File: config.mk
export PLATFORM = sky130hd
export DESIGN_NAME = spi_master_ctrl
export DESIGN_NICKNAME = d
export VERILOG_FILES = /design/src/rtl/spi_master_ctrl.sv
export SDC_FILE = /design/constraint.sdc
export NUM_CORES = 1
export LEC_CHECK = 0
export ABC_AREA = 1
export BUFFER_PORTS_ARGS = -buffer_cell sky130_fd_sc_hd__buf_2
export CAP_MARGIN = 25
export CORE_MARGIN = 8
export CORE_UTILIZATION = 55
export DETAILED_ROUTE_END_ITERATION = 7
export GPL_TIMING_DRIVEN = 0
export PLACE_DENSITY = 0.76
export SYNTH_ARGS = -nofsm -noshare
export SYNTH_HDL_FRONTEND = slang
export SYNTH_SLANG_ARGS = --single-unit
File: constraint.sdc
create_clock -name clk -period 2.49 [get_ports clk]
set_clock_uncertainty 0.1 [all_clocks]
set_input_delay 0.747 -clock clk [delete_from_list [all_inputs] [get_ports clk]]
set_output_delay 0.747 -clock clk [all_outputs]
set_load 0.03 [all_outputs]
File: src/rtl/spi_master_ctrl.sv
// SPI master (standard/quad) with CS setup/hold. Done follows start by 1+H*(2+2N) clk cycles.
// start is taken only in IDLE and ignored while busy; there is no backpressure on the SPI side.
module spi_master_ctrl #(
  parameter int CLK_DIV_W = 8
) (
  input  logic                 clk,
  input  logic                 rst,
  input  logic                 start,
  input  logic                 quad_en,
  input  logic [CLK_DIV_W-1:0] clk_div,
  input  logic [5:0]           tx_len,
  input  logic [5:0]           rx_len,
  input  logic [31:0]          tx_data,
  output logic [31:0]          rx_data,
  output logic                 busy,
  output logic                 done,
  output logic                 spi_clk,
  output logic                 spi_csn,
  output logic [3:0]           spi_sdo,
  output logic [3:0]           spi_oe,
  input  logic [3:0]           spi_sdi
);

  typedef enum logic [2:0] {IDLE, CS_SETUP, TX, RX, CS_HOLD} state_t;

  state_t               state;
  logic [CLK_DIV_W-1:0] div_q;
  logic [CLK_DIV_W-1:0] hcnt;
  logic                 quad_q;
  logic [31:0]          tx_sh;
  logic [5:0]           tx_left;
  logic [5:0]           rx_left;

  logic [5:0]  tx_eff, rx_eff, step;
  logic        half_end;
  logic [3:0]  first_grp, next_grp;
  logic [31:0] rx_shift;

  // Lengths are clamped to 32 and, in quad mode, floored to whole nibbles.
  function automatic logic [5:0] eff_len(input logic [5:0] len, input logic quad);
    logic [5:0] l;
    l = (len > 6'd32) ? 6'd32 : len;
    if (quad) l[1:0] = 2'b00;
    return l;
  endfunction

  always_comb begin
    tx_eff    = eff_len(tx_len, quad_en);
    rx_eff    = eff_len(rx_len, quad_en);
    step      = quad_q ? 6'd4 : 6'd1;
    half_end  = (hcnt == div_q);
    first_grp = quad_en ? tx_data[31:28] : {3'b000, tx_data[31]};
    next_grp  = quad_q ? tx_sh[27:24] : {3'b000, tx_sh[30]};
    rx_shift  = quad_q ? {rx_data[27:0], spi_sdi} : {rx_data[30:0], spi_sdi[0]};
  end

  always_ff @(posedge clk) begin
    if (rst) begin
      state   <= IDLE;
      div_q   <= '0;
      hcnt    <= '0;
      quad_q  <= 1'b0;
      tx_sh   <= '0;
      tx_left <= '0;
      rx_left <= '0;
      rx_data <= '0;
      busy    <= 1'b0;
      done    <= 1'b0;
      spi_clk <= 1'b0;
      spi_csn <= 1'b1;
      spi_sdo <= '0;
      spi_oe  <= '0;
    end else begin
      done <= 1'b0;
      case (state)
        IDLE: begin
          if (start) begin
            state   <= CS_SETUP;
            div_q   <= clk_div;
            hcnt    <= '0;
            quad_q  <= quad_en;
            tx_sh   <= tx_data;
            tx_left <= tx_eff;
            rx_left <= rx_eff;
            rx_data <= '0;
            busy    <= 1'b1;
            spi_csn <= 1'b0;
            spi_sdo <= (tx_eff != 6'd0) ? first_grp : 4'h0;
            spi_oe  <= (tx_eff == 6'd0) ? 4'h0 : (quad_en ? 4'hF : 4'h1);
          end
        end
        CS_SETUP: begin
          if (half_end) begin
            hcnt <= '0;
            if (tx_left != 6'd0)      state <= TX;
            else if (rx_left != 6'd0) state <= RX;
            else                      state <= CS_HOLD;
          end else begin
            hcnt <= hcnt + CLK_DIV_W'(1);
          end
        end
        TX, RX: begin
          if (!half_end) begin
            hcnt <= hcnt + CLK_DIV_W'(1);
          end else begin
            hcnt    <= '0;
            spi_clk <= ~spi_clk;
            // Input is captured at the same edge that raises spi_clk.
            if (!spi_clk) begin
              if (state == RX) rx_data <= rx_shift;
            end else if (state == TX) begin
              tx_sh   <= quad_q ? {tx_sh[27:0], 4'h0} : {tx_sh[30:0], 1'b0};
              tx_left <= tx_left - step;
              if (tx_left == step) begin
                spi_sdo <= 4'h0;
                spi_oe  <= 4'h0;
                state   <= (rx_left != 6'd0) ? RX : CS_HOLD;
              end else begin
                spi_sdo <= next_grp;
              end
            end else begin
              rx_left <= rx_left - step;
              if (rx_left == step) state <= CS_HOLD;
            end
          end
        end
        CS_HOLD: begin
          if (half_end) begin
            hcnt    <= '0;
            state   <= IDLE;
            spi_csn <= 1'b1;
            busy    <= 1'b0;
            done    <= 1'b1;
          end else begin
            hcnt <= hcnt + CLK_DIV_W'(1);
          end
        end
        default: state <= IDLE;
      endcase
    end
  end

endmodule

Word-level counts from Yosys, hierarchy flattened
Index checks and enable logic that the tools add are counted.
{"block": "word_totals", "reg_bits": 107, "in_bits": 60, "word_cells": 125}
{"block": "op_classes", "add_sub_neg": 3, "order_cmp": 2, "eq_ne": 19, "mux": 65, "n_bitwise": 2, "n_reduce_logical": 20}
{"operator": "2-to-1 mux 32 bit", "n": 5}
{"operator": "2-to-1 mux 31 bit", "n": 5}
{"operator": "case mux 32 bit (2 select lines)", "n": 1}
{"operator": "case mux 31 bit (2 select lines)", "n": 1}
{"operator": "2-to-1 mux 4 bit", "n": 15}
{"operator": "2-to-1 mux 6 bit", "n": 10}
{"operator": "2-to-1 mux 3 bit", "n": 11}
{"operator": "case mux 6 bit (2 select lines)", "n": 2}
{"operator": "!= test 2 bit (second input constant)", "n": 10}
{"operator": "nonzero test 6 bit", "n": 3}
{"operator": "2-to-1 mux 8 bit", "n": 2}
{"operator": "case mux 4 bit (2 select lines)", "n": 2}
{"operator": "case mux 8 bit (2 select lines)", "n": 1}
{"operator": "AND reduction 5 bit", "n": 3}
{"operator": "== test 6 x 3 -> 1 bit", "n": 2}
{"operator": "> comparator 6 bit (second input constant)", "n": 2}
{"operator": "case mux 3 bit (4 select lines)", "n": 1}
{"operator": "subtractor 6 x 3 -> 6 bit", "n": 2}
{"operator": "adder 8 x 1 -> 8 bit (second input constant)", "n": 1}
{"operator": "== test 8 bit", "n": 1}
{"operator": "AND reduction 7 bit", "n": 1}
{"operator": "== test 3 x 2 -> 1 bit (second input constant)", "n": 2}
{"operator": "logical NOT 6 bit", "n": 1}
{"operator": "!= test 3 bit (second input constant)", "n": 2}
{"operator": "other kinds (13)", "n": 25}

Longest topological paths before layout
{"block": "depth", "word_depth": 7, "depth_mapped": 12}

Least setup slack after synthesis
OpenSTA, ideal clock, no wires.
{"block": "synth_timing", "path_kind": "reg-to-reg", "startpoint": "register quad_q", "endpoint": "register spi_oe[2]", "setup_time_ps": 132, "t_arrival_ps": 1806, "t_required_ps": 2258, "setup_slack_ps": 451, "stages_incl_launch_ff": 11, "synth_period_minus_slack_ps": 2039, "path_cell_list": "dfxtp_1 > clkinv_1 > clkbuf_1 > ha_1 > inv_1 > nor3_1 > nand2_1 > a21oi_1 > nand3_1 > nand2_1 > a21oi_1"}
{"block": "synth_via", "elab_chain_cells": 4}
{"item": "start: declaration", "line": "29", "text": "logic quad_q;"}
{"item": "start signal: assignment", "line": "81", "text": "quad_q <= quad_en;"}
{"item": "2-to-1 mux 3 bit", "line": "50", "text": "step = quad_q ? 6'd4 : 6'd1;"}
{"item": "== test 6 x 3 -> 1 bit", "line": "114", "text": "if (tx_left == step) begin"}
{"item": "!= test 2 bit (no source line)"}
{"item": "AND reduction 6 bit (no source line)"}
{"item": "end signal: assignment", "line": "89", "text": "spi_oe <= (tx_eff == 6'd0) ? 4'h0 : (quad_en ? 4'hF : 4'h1);"}
{"item": "end: declaration", "line": "20", "text": "output logic [3:0] spi_oe,"}
No other way between the ends.
A chain may end at the register's enable or synchronous reset.

Worst setup path in the final report
{"block": "layout_timing", "startpoint": "register quad_q", "endpoint": "register state[1]"}
{"block": "layout_via", "elab_chain_cells": 4, "word_cells_on_any_way": 6}
{"item": "2-to-1 mux 3 bit *", "line": "50"}
{"item": "== test 6 x 3 -> 1 bit, on equally long branches", "line": "114, 123"}
{"item": "!= test 3 bit (no source line)"}
{"item": "AND reduction 7 bit (no source line) *"}
{"item": "end signal: assignment", "line": "117", "text": "state <= (rx_left != 6'd0) ? RX : CS_HOLD;"}
{"item": "end: declaration", "line": "26", "text": "state_t state;"}
Mark *: on every way between the ends. The rest lies on a longest branch, timed or not.

==> run_results.csv <==
group,metric,value,unit
logic_synthesis,async_flop_share,0,
die,start_util,0.558,
power_and_ir_drop,vdd_drop_max,0.446,mV
grt,antenna_found_initial,0,
clocking,clk_pin_slew,100,ps
power_and_ir_drop,seqPwrFrac,0.295,
power_and_ir_drop,p_leak,3.14,nW
sta,worst-slew-pin-transition,669,ps
logic_synthesis,ys_seq_area_frac,0.351,
drt,vias,6639,
clocking,cts_root_buffer,"clkbuf_8",
clocking,tritoncts,"built",
drt,drt_iter0_markers,687,
logic_synthesis,syn-cell-area,6000,µm²
die,pin_count,104,
grt,grt_max_degree,17,
status,status,"finished clean",
sta,setup_tns,0,ps
drt,routed_wirelength,18100,µm
sta,fmax,440,MHz
cells_and_area,area_delta_synth_final,15.3,%
flow_run,maxCapViolCount,0,
die,die_width,120,µm
logic_synthesis,synthFlopType,"dfxtp_1",
power_and_ir_drop,swShare,0.473,
cells_and_area,n_antenna_cell,0,
sta,setup_violations,0,
critical_path,worst_ep_arrival_time,2460,ps
sta,max_slew_margin,0.554,
drt,wl_per_cell,15.5,µm
power_and_ir_drop,pwr-share-comb,0.541,
die,die_h,120,µm
placed_design,io_buffers,101,
power_and_ir_drop,p_clk_frac,0.164,
grt,grt-ovfl-total,0,
critical_path,worst_setup_path_start_kind,"flip-flop",
power_and_ir_drop,internal_power,3.94,mW
cells_and_area,nFillCells,1065,
critical_path,path_max_fanout,13,
clocking,hold_buffers,0,
logic_synthesis,synth-seq-cells,105,
critical_path,required,2680,ps
cells_and_area,final_util,0.643,
cells_and_area,drive_gt1_frac,0.164,
logic_synthesis,synthCells,913,
grt,grt_usage,0.247,
clocking,post_cts_buffers,0,
grt,grt_first_pass_wirelength,29500,µm
sta,timing.final.crit_share,0.912,
clocking,clockBufferDepth,2,
power_and_ir_drop,p_sw,3.54,mW
logic_synthesis,ys_types,39,
die,rows,38,
logic_synthesis,synth-edff-count,0,
sta,fin_crit,2270,ps
drt,antenna_left,0,
clocking,cts_made_buffers,9,
die,core_area,10700,µm²
placed_design,dp_hpwl,13100,µm
critical_path,path_class,"flip-flop to flip-flop",
logic_synthesis,avgSynthCellArea,6.57,µm²
logic_synthesis,synth_nets,980,
drt,route.detailed.drc,0,
clocking,cts_max_level,3,
grt,grt_pass1_vias,6101,
placed_design,gp_congestion,0.942,
clocking,clock_latency,390,ps
sta,worst_slack,218,ps
logic_synthesis,synth_warnings,0,
cells_and_area,post-route-cell-area,6910,µm²
power_and_ir_drop,power_density,1080,nW/µm²
worst_hold_path,min-delay-path-class,"flip-flop to flip-flop",
cells_and_area,nNetsFinal,1092,
clocking,clock_sink_count,105,
sta,timing.final.hold_violations,0,
placed_design,pre_cts_ws,-39.9,ps
die,die_area,14500,µm²
sta,slew_violations,0,
critical_path,cp-end-kind,"flip-flop",
placed_design,post_dp_cell_area,6680,µm²
drt,viasPerCell,5.67,
drt,firstDrtPassIters,7,
[per-layer routing]
layer / GRT usage / wire (µm) / vias up
li1: - / - / 3276
met1: 0.325 / 8000 / 3013
met4: 0.0960 / 344 / 0
met2: 0.390 / 8070 / 324
met5: 0 / 0 / -
met3: 0.0490 / 1660 / 26
[synth_stat cells (all sizes together) (5+ instances only)]
cell type	count	area, µm²
nor2	52	213
a21oi	126	634
a22oi	26	195
inv	99	374
xnor2	5	43.8
ha	7	87.6
clkbuf	30	113
nand3	37	208
nor3	9	60.1
nand4	68	425
dfxtp	105	2100
o21ai	53	265
buf	35	219
nand2	242	921
[worst max-delay path, cell delays in order, from the launching register on]
cell      delay [ps]
dfxtp_1          350
clkinv_1         180
buf_4            260
ha_1             390
nand4_1          140
nand2_1           80
nand3_1           60
nor2_1           210
nand2_1          120
o21ai_0          240
nor2_1            60
[sequential cells by signal, indices dropped and copies added, names as in the netlist]
name	cells
rx_left	6
done	1
div_q	8
spi_sdo	4
tx_sh	31
state	3
quad_q	1
spi_clk	1
spi_csn	1
tx_left	6
spi_oe	2
busy	1
rx_data	32
hcnt	8
[what timing repair did]
item,CTS,global route
gates resized for setup,1,4
cloned,0,0
endpoints found under the setup margin,4,10
[metrics by stage]
step / total power [mW] / hold WS (ps) / cells
2_1_floorplan: 5.23 / 321 / 913
3_3_place_gp: 6.14 / 328 / 1154
3_5_place_dp: 6.18 / 332 / 1154
4_1_cts: 7.41 / 346 / 1170
5_1_grt: 8.06 / 365 / 1170
6_report: 7.49 / 349 / 1170
[worst paths after layout]
| path | to | startpoint | cells past startpoint | slack (ps) |
|---|---|---|---|---|
| setup / recovery | state[1]$_SDFFE_PP0P_ | quad_q$_SDFFE_PP0P_ | 10 | 220 |
| hold / removal | tx_sh[30]$_SDFFE_PP0P_ | tx_sh[30]$_SDFFE_PP0P_ | 2 | 350 |
| setup reg to reg | state[1]$_SDFFE_PP0P_ | quad_q$_SDFFE_PP0P_ | 10 | 220 |
| hold reg to reg | tx_sh[30]$_SDFFE_PP0P_ | tx_sh[30]$_SDFFE_PP0P_ | 2 | 350 |
[placed cells by master (no fill, tap or decap), types with 2 or more instances in the layout]
cell and count:
mux2i_1 2, buf_6 7, inv_1 94, nand2_2 2, nand3_1 34, o22ai_1 2, a22oi_1 26, nand2_1 239
clkbuf_8 11, clkbuf_1 29, buf_1 4, a21oi_1 125, clkinv_2 2, nor2_4 2, inv_2 4, nor3_1 5
ha_1 7, nor2_1 49, bufinv_16 2, dfxtp_1 105, o21a_1 2, nor3_2 4, o31ai_1 4, buf_4 3
o21ai_0 52, nand3_2 2, xnor2_1 5, and3_1 3, buf_2 123, nand4_1 68
[power groups by stage]
stage	logic [mW]	clock network [mW]	registers (mW)
2_1_floorplan	2.93	0	2.30
6_report	4.05	1.23	2.21
4_1_cts	3.96	1.25	2.21
3_5_place_dp	3.94	0	2.24
3_3_place_gp	3.91	0	2.24
5_1_grt	4.50	1.31	2.25
[final cells by class]
type	count	area, µm²	share of cell area
multi-input cells	643	3190	0.461
flip-flops and latches	105	2100	0.304
repair buffers	101	505	0.0731
inverters	100	378	0.0547
plain buffers	65	335	0.0485
well taps	140	175	0.0253
clock buffers	11	151	0.0219
clock inverters	5	77.6	0.0112
[kinds of logic (layout without fill, tap and decap cells)]
kind of cell / Yosys count / after routing / share of synthesized area
adder cells (fa/ha/maj): 7 / 7 / 0.0146
flip-flops: 105 / 105 / 0.351
multiplexers: 2 / 2 / 0.00334
buffers and inverters: 165 / 282 / 0.118
AND/OR/NAND/NOR: 414 / 414 / 0.311
XOR/XNOR: 5 / 5 / 0.00730
AO/OA/AOI/OAI: 215 / 215 / 0.195
No activity file was read; power rests on OpenSTA's default activity.
